==> src/rtl/rr_mux_scheduler.sv <==
// Round-robin 4:1 select stage: arbitrates four request channels, captures the
// winning channel's word and presents it downstream via valid/ready. The winner
// receives a single-cycle ack pulse in the first cycle after capture.
module rr_mux_scheduler #(
   parameter int unsigned width = 4
) (
   input  logic             clk,
   input  logic             rst_b,
   input  logic [3:0]       req,
   input  logic [width-1:0] d0,
   input  logic [width-1:0] d1,
   input  logic [width-1:0] d2,
   input  logic [width-1:0] d3,
   output logic [3:0]       ack,
   output logic [1:0]       s,
   output logic             o_valid,
   input  logic             o_ready,
   output logic [width-1:0] o
);

   typedef enum logic [0:0] {StIdle, StHold} state_e;

   state_e             state_q, state_d;
   logic [1:0]         ptr_q, ptr_d;
   logic [1:0]         s_q, s_d;
   logic [width-1:0]   o_q, o_d;
   logic               o_valid_q, o_valid_d;
   logic [3:0]         ack_q, ack_d;

   logic               win_found;
   logic [1:0]         winner;
   logic [width-1:0]   win_data;

   // Rotating priority scan: ptr+1 first, ptr itself last.
   always_comb begin
      win_found = 1'b0;
      winner    = 2'b00;
      for (int k = 1; k <= 4; k++) begin
         logic [1:0] idx;
         idx = ptr_q + k[1:0];
         if (!win_found && req[idx]) begin
            win_found = 1'b1;
            winner    = idx;
         end
      end
   end

   // Data mux driven by the arbitration result.
   always_comb begin
      win_data = d0;
      unique case (winner)
         2'd0: win_data = d0;
         2'd1: win_data = d1;
         2'd2: win_data = d2;
         2'd3: win_data = d3;
         default: win_data = d0;
      endcase
   end

   // Next-state and output-register logic; ack is cleared every cycle it is
   // not being set, which yields an exactly one-cycle pulse.
   always_comb begin
      state_d   = state_q;
      ptr_d     = ptr_q;
      s_d       = s_q;
      o_d       = o_q;
      o_valid_d = o_valid_q;
      ack_d     = 4'b0000;
      unique case (state_q)
         StIdle: begin
            if (win_found) begin
               s_d       = winner;
               o_d       = win_data;
               o_valid_d = 1'b1;
               ack_d     = 4'b0001 << winner;
               ptr_d     = winner;
               state_d   = StHold;
            end
         end
         StHold: begin
            // Requests are ignored here; only the handshake ends the hold.
            if (o_valid_q && o_ready) begin
               o_valid_d = 1'b0;
               state_d   = StIdle;
            end
         end
         default: state_d = StIdle;
      endcase
   end

   // State registers with synchronous active-low reset; ptr resets to 3 so the
   // first scan after reset begins at channel 0.
   always_ff @(posedge clk) begin
      if (!rst_b) begin
         state_q   <= StIdle;
         ptr_q     <= 2'b11;
         s_q       <= 2'b00;
         o_q       <= '0;
         o_valid_q <= 1'b0;
         ack_q     <= 4'b0000;
      end else begin
         state_q   <= state_d;
         ptr_q     <= ptr_d;
         s_q       <= s_d;
         o_q       <= o_d;
         o_valid_q <= o_valid_d;
         ack_q     <= ack_d;
      end
   end

   assign ack     = ack_q;
   assign s       = s_q;
   assign o       = o_q;
   assign o_valid = o_valid_q;

endmodule
==> config.mk <==
export PLATFORM = sky130hd
export DESIGN_NAME = rr_mux_scheduler
export DESIGN_NICKNAME = d
export VERILOG_FILES = /design/src/rtl/rr_mux_scheduler.sv
export SDC_FILE = /design/constraint.sdc
export NUM_CORES = 1
export LEC_CHECK = 0
export ABC_AREA = 1
export CAP_MARGIN = 15
export CELL_PAD_IN_SITES_DETAIL_PLACEMENT = 1
export CELL_PAD_IN_SITES_GLOBAL_PLACEMENT = 1
export CORE_UTILIZATION = 31
export DETAILED_ROUTE_END_ITERATION = 10
export GPL_ROUTABILITY_DRIVEN = 0
export PLACE_DENSITY = 0.89
export SYNTH_ARGS = -nofsm -noshare
export SYNTH_HDL_FRONTEND = slang
export SYNTH_SLANG_ARGS = --single-unit
==> constraint.sdc <==
create_clock -name clk -period 2.75 [get_ports clk]
set_input_delay 0.4125 -clock clk [delete_from_list [all_inputs] [get_ports clk]]
set_output_delay 0.4125 -clock clk [all_outputs]
set_load 0.02 [all_outputs]
Word-level counts from Yosys, hierarchy flattened
Index checks and enable logic that the tools add are counted.
{"block": "totals", "input_bits": 23, "wordCells": 56, "ff_bits": 14, "output_inout_bits": 11}
{"block": "classes", "n_mux": 23, "add_sub_neg": 3, "reduce_logical": 11, "order_cmp": 4, "n_shift": 1, "n_bitwise": 3, "eq_ne": 5}
{"cell": "$pmux 4 s4", "count": 1}
{"cell": "$lt 2x3->1 const B", "count": 4}
{"cell": "$mux 1", "count": 12}
{"cell": "$bmux 1 s2", "count": 4}
{"cell": "$mux 2", "count": 4}
{"cell": "$add 2x2->2 const B", "count": 2}
{"cell": "$eq 2x2->1 const B", "count": 2}
{"cell": "$logic_and 1x1->1", "count": 4}
{"cell": "$pmux 1 s2", "count": 2}
{"cell": "$reduce_and 2->1", "count": 2}
{"cell": "$shl 1x2->4 const A", "count": 1}
{"cell": "$logic_not 1->1", "count": 3}
{"cell": "$not 1->1", "count": 3}
{"cell": "$reduce_or 3->1", "count": 1}
{"cell": "$add 2x1->2 const B", "count": 1}
{"cell": "$eq 2x1->1 const B", "count": 1}
{"cell": "$logic_not 2->1", "count": 1}
{"cell": "$ne 2x1->1 const B", "count": 1}
{"cell": "$ne 2x2->1 const B", "count": 1}

Depth between registers and ports, before layout
{"block": "depth", "word_depth": 15, "mapped_depth": 16, "ltp_nobuf": 15}

Worst setup path before layout
No wires, ideal clock.
{"block": "synth_timing", "kind": "register -> register", "start": "register ptr_q[0]", "end": "register o_q[3] (netlist: o[3])", "setup_ps": 121, "t_arrival_ps": 1549, "period_less_slack_ps": 1671, "required_time_ps": 2629, "slack_ps": 1079, "stages_incl_launch_ff": 15, "n_path_buf": 2, "cell_sequence": "dfxtp_1 buf_6 inv_6 nand2_2 nand2_2 nand2_1 nand2_1 nor2_2 nand2_1 or2_1 nand2_2 buf_6 nor2_1 o21ai_1 a21oi_1"}
{"block": "synth_via", "elab_chain_len": 15, "elab_cells_between_ends": 31, "cone_classes": "3 x add/sub; 3 x eq/ne; 17 x mux; 8 x reduce/logical"}
{"item": "start: declaration", "line_no": "24", "rtl": "logic [1:0] ptr_q, ptr_d;"}
{"item": "start signal: assignment", "line_no": "103", "rtl": "ptr_q <= ptr_d;"}
{"item": "$add 2x1->2", "line_no": "40", "rtl": "idx = ptr_q + k[1:0];"}
{"item": "$bmux 1 s2", "line_no": "41", "rtl": "if (!win_found && req[idx]) begin"}
{"item": "$mux 1 (implied by the code)", "line_no": "41"}
{"item": "$mux 1", "line_no": "41"}
{"item": "$logic_not 1->1", "line_no": "41"}
{"item": "$logic_and 1x1->1", "line_no": "41"}
{"item": "$mux 1", "line_no": "41"}
{"item": "$logic_not 1->1", "line_no": "41"}
{"item": "$logic_and 1x1->1", "line_no": "41"}
{"item": "$mux 1", "line_no": "41"}
{"item": "$logic_not 1->1", "line_no": "41"}
{"item": "$logic_and 1x1->1", "line_no": "41"}
{"item": "$mux 2", "line_no": "41"}
{"item": "$eq 2x2->1 (tied with other cells)", "line_no": "51", "rtl": "unique case (winner)"}
{"item": "$pmux 4 s4", "line_no": "51"}
{"item": "end signal: assignment", "line_no": "98", "rtl": "o_q <= '0;"}
{"item": "end signal: assignment", "line_no": "105", "rtl": "o_q <= o_d;"}
{"item": "end: declaration", "line_no": "26", "rtl": "logic [width-1:0] o_q, o_d;"}
Parallel ways exist; a longest one is shown, timed or not. The select of a mux whose other input is x is not followed.
A chain may end at the register's enable or synchronous reset.

Worst setup path in the final report
{"block": "layout_timing", "start": "register ptr_q[0]", "end": "register o_q[0] (netlist: o[0])"}
Same word-level chain as after synthesis.

==> summary.txt <==
Status: finished, final reports clean
Met3 WL: 65 um
Least-Margin Pin Slew: 0.511 ns
IO Port Bufs: 33
CTS Buffer Depth: 2
Peak supply drop: 0.920 mV
M1 WL: 1.27 mm
Chip Height: 56.6 um
Die X: 56.6 um
Cell Chain, Critical Path: nand2_1, nand2_2, nand2_1, o21ai_1, nand3_2, nand2_1, nand2_2, nand2_2, inv_1, o21ai_0, nand3_1, nand2_1, a21oi_1
Max frequency: 0.442 GHz
Yosys reg bits: 14
Initial Util: 33.2%
Post-DP HPWL: 2.20 mm
Period utilization: 82.3%
Rel. slew slack: 65.9%
Die area: 3200 um^2
CTS Buf Count: 3
Hold-fix buffers at CTS: 0
Slew Viols, Final: 0
DR top layer: met4
Most frequent cells in the layout: 50 x nand2_1, 33 x clkdlybuf4s50_1, 17 x nand3_1
Synthesized area: 923 um^2
Post-layout min period: 2.26 ns
P per Cell Area: 1270 nW/um^2
Final count of negative-setup-slack endpoints: 0
Critical Path Start Type: register
Remaining antenna violation count after routing: 0
Number of vias per cell: 4.99
Root buf cell: clkbuf_4
Total gr overflow: 0
Worst min path class: register to register
Core ar.: 2780 um^2
Final Hold Fails: 0
DR WL met2: 1.31 mm
Core Util, Final: 46.1%
Share of layout cells above drive strength 1: 12.2%
CTS tree: built
Antenna cells: 0
Post-synth cell types: 20
Cts repair resizes: 0
DR DRC count: 0
Nets: 205
Crit-path max FO: 12
Routed WL per cell: 12.7 um
RSZ-0062 raised after global routing: no
Rows: 19
Mean post-synth cell area: 6.28 um^2
Clock-pin slew on the worst setup and hold paths: 0.08 ns
Max incr delay on CP: 0.64 ns
Pre-Repair DR Iteration Count: 4
Htree depth: 1
First-pass GRT wire length: 4.82 mm
Initial antenna violation count: 0
Area grow syn2layout: 38.8%
Most common cell after layout, fill and taps aside: nand2_1
Slowest stage cell on the critical path: dfxtp_1
Largest net degree at the start of global routing: 13
CP Capture Type: register
Synth Net Count: 170
CP required: 2.91 ns
Ports: 34
Syn. warnings: 0
Gate Count Post-Synth: 147
TNS Setup: 0 ns
Leakage: 0.601 nW
Vias in the first global route: 1067
Via Count: 1052
Clk_skew: 0.00629 ns
Worst-Skew Late Latency: 0.27 ns
Worst EP arrival: 2.43 ns
Seq/Total Area, Yosys: 30.4%
Clock sink count: 14
DR iter-0 viols: 47
Most common cell on crit path: nand2_1
Max-cap violations: 0
Final wirelength: 2.68 mm
Setup Buffers After CTS: 0
All-Layer GR Usage: 18.8%
WS Path Type: register to register
## layout make-up
class                           instances  area (um^2)
Fill cell                             365         1500
Multi-Input combinational cell        112          537
Timing Repair Buffer                   33          330
Sequential cell                        14          280
Inverter                               18         72.6
Tap cell                               31         38.8
Clock buffer                            3         22.5
## state kept, by name (all words and copies together) (netlist names)
name	count
ack	4
o	4
ptr_q	2
s	2
o_valid	1
state_q	1
## metrics by stage
stage / hold slack [ns] / worst slack, ns / area (um^2) / total power, mW / std cells
floorplan: 0.485 / 1.08 / 923 / 1.23 / 147
global placement: 0.453 / 0.381 / 1260 / 1.47 / 208
detailed placement: 0.457 / 0.266 / 1260 / 1.52 / 208
global route: 0.497 / 0.277 / 1280 / 1.80 / 211
CTS: 0.469 / 0.487 / 1280 / 1.64 / 211
finish: 0.468 / 0.487 / 1280 / 1.63 / 211
## Yosys cell counts
cell type | instances | area share (%)
nand2_1 | 50 | 20
nand3_1 | 17 | 9.2
dfxtp_1 | 14 | 30
inv_1 | 14 | 5.7
nor2_1 | 11 | 4.5
nand2_2 | 9 | 6.1
a21oi_1 | 6 | 3.3
buf_6 | 3 | 3.7
inv_2 | 3 | 1.2
nand3_2 | 3 | 3.3
o211ai_1 | 3 | 2.4
o21ai_1 | 3 | 1.6
nand4_1 | 2 | 1.4
nor2_4 | 2 | 2.4
o21ai_0 | 2 | 1.1
a31oi_1 | 1 | 0.68
inv_6 | 1 | 0.95
nor2_2 | 1 | 0.68
nor3_1 | 1 | 0.54
or2_1 | 1 | 0.68
## cell families (layout without fill, tap and decap cells)
family | after synthesis | after routing | synth area share [%]
simple gates | 97 | 97 | 49.1
buf+inv | 21 | 54 | 11.5
flops | 14 | 14 | 30.4
compound gates | 15 | 15 | 9.08
## where the power goes
group	switching [mW]	internal [mW]	total, mW
sequential	0.0715	0.278	0.350
clock	0.0618	0.0507	0.112
combinational	0.766	0.404	1.17
## metal layers
layer | GRT usage [%] | vias to the layer above
met5 | 0 | -
met4 | 7.67 | 0
met3 | 1.84 | 4
met2 | 31.1 | 21
met1 | 24.9 | 490
li1 | - | 537
## worst max-delay path: cells and delay by family (launching register included)
kind                   cells  cell delay [ns]
AO/OA/AOI/OAI              3             0.31
buffers and inverters      1             0.10
flip-flops                 1             0.64
AND/OR/NAND/NOR            9             1.10
## path summary, 6_finish.rpt
kind | from | endpoint | slack [ns] | cells after the start
worst max-delay path | ptr_q[0] | o[0] | 0.49 | 13
worst min-delay path | s[1] | s[1] | 0.47 | 2
worst max register to register | ptr_q[0] | o[0] | 0.49 | 13
worst min register to register | s[1] | s[1] | 0.47 | 2
No activity file was read; power rests on OpenSTA's default activity.
